## src/rtl/uart_rx.sv

```systemverilog
// UART receiver: 16x oversampled, DBIT data bits LSB first, one stop bit.
// Holds the last good byte for the consumer and flags lost bytes.
module uart_rx #(
  parameter int DBIT    = 8,
  parameter int SB_TICK = 16
) (
  input  logic            clock,
  input  logic            reset_n,
  input  logic            rx,
  input  logic            s_tick,
  input  logic            rd_en,
  output logic [DBIT-1:0] dout,
  output logic            data_valid,
  output logic            rx_done,
  output logic            frame_err,
  output logic            overrun,
  output logic [1:0]      state_dbg
);

  typedef enum logic [1:0] {
    IDLE  = 2'd0,
    START = 2'd1,
    DATA  = 2'd2,
    STOP  = 2'd3
  } state_t;

  state_t          state, state_n;
  logic [3:0]      s, s_n;
  logic [2:0]      n, n_n;
  logic [DBIT-1:0] b, b_n;
  logic            rx_m, rx_s;
  logic            done_set, ferr_set;

  assign state_dbg = state;

  // rx is asynchronous to clock; both flops reset to the idle line level
  always_ff @(posedge clock or negedge reset_n) begin
    if (!reset_n) begin
      rx_m <= 1'b1;
      rx_s <= 1'b1;
    end else begin
      rx_m <= rx;
      rx_s <= rx_m;
    end
  end

  always_ff @(posedge clock or negedge reset_n) begin
    if (!reset_n) begin
      state <= IDLE;
      s     <= '0;
      n     <= '0;
      b     <= '0;
    end else begin
      state <= state_n;
      s     <= s_n;
      n     <= n_n;
      b     <= b_n;
    end
  end

  always_comb begin
    state_n  = state;
    s_n      = s;
    n_n      = n;
    b_n      = b;
    done_set = 1'b0;
    ferr_set = 1'b0;
    case (state)
      IDLE: begin
        if (!rx_s) begin
          state_n = START;
          s_n     = '0;
        end
      end
      START: begin
        // mid-start-bit check: a line back high by now was only a glitch
        if (s_tick) begin
          if (s == 4'd7) begin
            if (!rx_s) begin
              state_n = DATA;
              s_n     = '0;
              n_n     = '0;
            end else begin
              state_n = IDLE;
            end
          end else begin
            s_n = s + 4'd1;
          end
        end
      end
      DATA: begin
        if (s_tick) begin
          if (s == 4'd15) begin
            s_n = '0;
            b_n = {rx_s, b[DBIT-1:1]};
            if (n == 3'(DBIT - 1)) state_n = STOP;
            else                   n_n     = n + 3'd1;
          end else begin
            s_n = s + 4'd1;
          end
        end
      end
      STOP: begin
        if (s_tick) begin
          if (s == 4'(SB_TICK - 1)) begin
            state_n  = IDLE;
            done_set = rx_s;
            ferr_set = !rx_s;
          end else begin
            s_n = s + 4'd1;
          end
        end
      end
      default: state_n = IDLE;
    endcase
  end

  // Handshake: a byte is consumed on any edge where data_valid && rd_en.
  // A new byte landing on that same edge replaces it and stays valid;
  // a new byte landing while the old one is unread and not consumed sets overrun.
  always_ff @(posedge clock or negedge reset_n) begin
    if (!reset_n) begin
      dout       <= '0;
      data_valid <= 1'b0;
      rx_done    <= 1'b0;
      frame_err  <= 1'b0;
      overrun    <= 1'b0;
    end else begin
      rx_done   <= done_set;
      frame_err <= ferr_set;
      if (done_set) dout <= b;
      if (done_set)                 data_valid <= 1'b1;
      else if (rd_en && data_valid) data_valid <= 1'b0;
      if (done_set && data_valid && !rd_en) overrun <= 1'b1;
      else if (rd_en)                       overrun <= 1'b0;
    end
  end

endmodule

```

## config.mk

```make
export PLATFORM = sky130hd
export DESIGN_NAME = uart_rx
export DESIGN_NICKNAME = d
export VERILOG_FILES = /design/src/rtl/uart_rx.sv
export SDC_FILE = /design/constraint.sdc
export NUM_CORES = 1
export LEC_CHECK = 0
export CAP_MARGIN = 20
export CORE_AREA = 2 2 62 64
export CTS_BUF_LIST = sky130_fd_sc_hd__clkbuf_2 sky130_fd_sc_hd__clkbuf_4 sky130_fd_sc_hd__clkbuf_8
export DETAILED_ROUTE_END_ITERATION = 10
export DIE_AREA = 0 0 64 66
export DONT_BUFFER_PORTS = 1
export PLACE_DENSITY = 0.51
export SETUP_SLACK_MARGIN = 0.05
export SLEW_MARGIN = 40
export SYNTH_ARGS = -nofsm -noshare
export SYNTH_HDL_FRONTEND = slang
export SYNTH_SLANG_ARGS = --single-unit
```

## constraint.sdc

```tcl
create_clock -name clock -period 3.21 [get_ports clock]
set_input_delay 0.642 -clock clock [delete_from_list [all_inputs] [get_ports clock]]
set_output_delay 0.642 -clock clock [all_outputs]
set_load 0.01 [all_outputs]
```

Word level (Yosys, flattened, before mapping)

Cells that the tools add are included.
Widths: inputs -> output; s select.

$add $sub $neg: 2
Eq/ne operators: 17
Muxes and demuxes: 35
Reduce and logical (&&, ||, !) cells: 13

Operators with widths:

| operator            | count |
|---|---|
| $mux 4              | 7 |
| $ne 2x2->1 const B  | 11 |
| $mux 2              | 9 |
| $mux 3              | 6 |
| $pmux 4 s4          | 1 |
| $mux 1              | 10 |
| $pmux 2 s4          | 1 |
| $reduce_and 8->1    | 1 |
| $reduce_and 7->1    | 1 |
| $pmux 3 s2          | 1 |
| $reduce_bool 2->1   | 3 |
| $add 4x1->4 const B | 1 |
| $eq 2x2->1 const B  | 2 |
| $eq 4x3->1 const B  | 1 |
| $eq 4x4->1 const B  | 1 |
| $reduce_and 4->1    | 1 |
| $add 3x1->3 const B | 1 |
| $eq 3x3->1 const B  | 1 |
| $logic_and 1x1->1   | 3 |
| $reduce_and 3->1    | 1 |
| $eq 2x1->1 const B  | 1 |
| $logic_not 1->1     | 2 |
| $logic_not 2->1     | 1 |

Register bits after elaboration: 31
Output and inout bits: 14
Logic and storage cells: 78

Longest topological paths before layout

Depth after elaboration: 7
Gate-level depth with buffers: 6

Least setup slack after synthesis

OpenSTA, ideal clock, no wires.

Path kind: register to register
Start point: register s[0]
End point: register b[0]
Arrival: 1.493 ns
Data required time: 3.083 ns
Slack: 1.589 ns
Cell stages (with the launch flop): 6
Buffers on the path: 1
Cell sequence: dfrtp_1 ha_1 and4_4 and3_1 buf_6 mux2_1

Cells in the longest elaborated chain, start to end: 2

RTL lines:

| element                    | RTL line | text |
|---|---|---|
| start: declaration         | 28       | `logic [3:0] s, s_n;` |
| start signal: assignment   | 55       | `s <= s_n;` |
| $eq 4x4->1                 | 93       | `if (s == 4'd15) begin` |
| $reduce_and 3->1 (no line) | -        |  |
| end signal: assignment     | 57       | `b <= b_n;` |
| end: declaration           | 30       | `logic [DBIT-1:0] b, b_n;` |

No other way between the ends.
A chain may end at the register's enable or synchronous reset.

Final worst setup path

Start point: register s[0]
End point: register dout[6]

Cells in the longest elaborated chain, start to end: 4

RTL lines:

| element                | RTL line | text |
|---|---|---|
| $eq 4x4->1             | 105      | `if (s == 4'(SB_TICK - 1)) begin` |
| $mux 1                 | 105      |  |
| $mux 1                 | 104      | `if (s_tick) begin` |
| $mux 1                 | 68       | `case (state)` |
| end signal: assignment | 123      | `dout <= '0;` |
| end signal: assignment | 131      | `if (done_set) dout <= b;` |
| end: declaration       | 12       | `output logic [DBIT-1:0] dout,` |

No other way between the ends.

==> metrics.md <==
| Metric | Value |
|---|---|
| Status | finished clean |
| Reg2reg start | s[0] |
| Post-synthesis instance area | 1380 um2 |
| Cell Area, Placed | 1400 um2 |
| Initial DRC Count | 32 |
| Worst Skew | 11.5 ps |
| DRC Markers | 0 |
| Final HPWL DP | 1.57 mm |
| Final Cell Area | 1520 um2 |
| EDFF count, synth | 0 |
| Netlist cell types | 36 |
| Placement row count | 22 |
| Die H | 66 um |
| CTS buffer count | 5 |
| PD cells | 744 nW/um2 |
| Initial antenna violation count | 0 |
| Area delta synth->final | 10.1% |
| Asr flop ratio synth | 100% |
| Reg2reg path depth | 4 |
| Clock Tree Root | clkbuf_4 |
| Filler Cell Count | 328 |
| Number of global-route vias before repair | 859 |
| Unrepaired setup endpoints after global routing | no |
| Final setup violation count | 0 |
| Pre-antenna DRT Iters | 4 |
| Inserted Diodes | 0 |
| Core Area | 3550 um2 |
| Max VDD drop | 313 uV |
| Max-slew violations | 0 |
| Io pins | 19 |
| Commonest non-fill, non-tap cell in the layout | dfrtp_1 |
| Gr usage total | 12.8% |
| Via count | 805 |
| LEAKAGE | 0.755 nW |
| # H-tree levels | 2 |
| Startpoint Class | flop |
| Vias/cell | 5.19 |
| Commonest cells after routing, fill and taps aside | dfrtp_1 (29), mux2_1 (15), clkbuf_4 (6) |
| Slew HR | 48.0% |
| Yosys warnings | 0 |
| Largest net degree at the start of global routing | 30 |
| Max-Cap Viols | 0 |
| Nets@finish | 114 |
| Port bufs | 0 |
| R2r endpoint | dout[6] |
| WL final | 2.27 mm |
| Worst-Skew Late Latency | 320 ps |
| Global-route wire length before repair | 4.04 mm |
| Share of cells above drive strength 1 | 17.8% |
| Clock transition at path regs | 100 ps |
| Endpoints failing hold | 0 |
| Tmin final | 2090 ps |
| Min Hold Slack | 122 ps |
| Crit. End Element | flop |
| Worst setup path category | reg -> reg |
| Gr ovfl total | 0 |
| CP required | 3420 ps |
| Die width | 64 um |
| Setup slack, reg-to-reg | 1120 ps |
| DR WL/cell | 14.7 um |
| Post-synth top flop | dfrtp_1 |
| DRT antenna net count | 0 |
| Worst setup margin | 1120 ps |
| Starting Density | 38.9% |
| Total power | 0.00113 W |
| Crit path arrival time | 2300 ps |
| Mapped Nets | 112 |
| Die Footprint | 4220 um2 |
| Mean Syn Cell Area | 13.3 um2 |
| Max Fanout on Critical Path | 11 |
| Pre-CTS setup slack | 1100 ps |
| Synth Register Bits | 31 |
| CTS tree | built |
| Fin crit share | 65.2% |
| Cts repair resizes | 0 |
| Measured slew at the worst slew-check pin | 775 ps |
| Syn Inst Count | 104 |
| Max clock buf depth | 2 |
| Final GP Congestion | 0.861 |
| Sequential cell area fraction in the yosys report | 56.3% |
| Peak Freq | 478 MHz |
| Hold WC Path Type | in -> async |
| Clk sinks | 31 |
| Post-Route Setup TNS | 0 ps |
## worst max path at each step
stage,cells past startpoint,slack (ps),from,end
finish,4,1120,s[0],dout[6]
global route,4,930,s[0],dout[0]
CTS,4,1090,s[0],dout[6]
detailed placement,4,1100,s[0],dout[6]
global placement,4,1170,s[0],dout[0]
floorplan,5,1590,s[0],b[0]
## layout make-up
type	count	area [um2]	share of cell area [%]
Sequential cell	31	778	51.1
Multi-Input combinational cell	64	548	36.0
Clock inverter	2	60.1	3.94
Tap cell	48	60.1	3.94
Clock buffer	6	45.0	2.96
Timing Repair Buffer	1	20.0	1.31
Inverter	3	11.3	0.740
## registers in the layout (all words and copies together), names as in the netlist, named ones only
register	count
n	3
dout	8
data_valid	1
overrun	1
rx_done	1
rx_m	1
s	4
rx_s	1
b	8
state_dbg	1
frame_err	1
## routing by layer
metal	vias to the layer above	part of all wire [%]	track usage, %
li1	385	-	-
met1	400	48	15.5
met2	16	46	19.5
met3	4	4.4	5.45
met4	0	1.3	6.52
met5	-	0	0
## cell families (layout without fill, tap and decap cells)
| logic type | count (synthesis) | in the layout | share of synthesized area [%] |
|---|---|---|---|
| compound gates | 19 | 19 | 10.3 |
| fa+ha+maj | 3 | 3 | 2.72 |
| buf+inv | 9 | 12 | 4.07 |
| flops | 31 | 31 | 56.3 |
| mux | 18 | 18 | 14.6 |
| simple gates | 24 | 24 | 12.0 |
## critical path: stages, from the launching register on
cell,delay (ps)
dfrtp_1,410
ha_1,300
nand4_1,200
nor3_2,680
mux2_1,400
## through the flow
stage          cells  util (%)
6_report         155      42.9
5_1_grt          155      42.9
4_1_cts          155      42.9
3_5_place_dp     146      39.4
3_3_place_gp     146      39.4
2_1_floorplan    104         -
## power breakdown
group / total [W] / switching (W) / internal [W]
combinational: 0.000220 / 0.000105 / 0.000115
sequential: 0.000530 / 0.0000958 / 0.000434
clock: 0.000382 / 0.000130 / 0.000252
## Yosys cell counts, drive strengths merged (2+ instances only)
| library cell | count | area [um2] |
|---|---|---|
| nand4 | 2 | 12.5 |
| dfrtp | 29 | 726 |
| ha | 3 | 37.5 |
| nor2b | 2 | 12.5 |
| a31oi | 5 | 31.3 |
| buf | 6 | 45.0 |
| nand2 | 4 | 15.0 |
| and3 | 2 | 12.5 |
| a21oi | 2 | 10.0 |
| nor2 | 3 | 11.3 |
| dfstp | 2 | 52.6 |
| nand2b | 2 | 12.5 |
| nor3 | 3 | 20.0 |
| mux2 | 17 | 191 |
| inv | 3 | 11.3 |
| a22o | 3 | 26.3 |
## what timing repair did
action / 4_1_cts / 5_1_grt
hold buffers: 1 / 0
hold endpoints to repair: 29 / 0
setup buffers: 0 / 0
(Power assumes the default switching activity.)
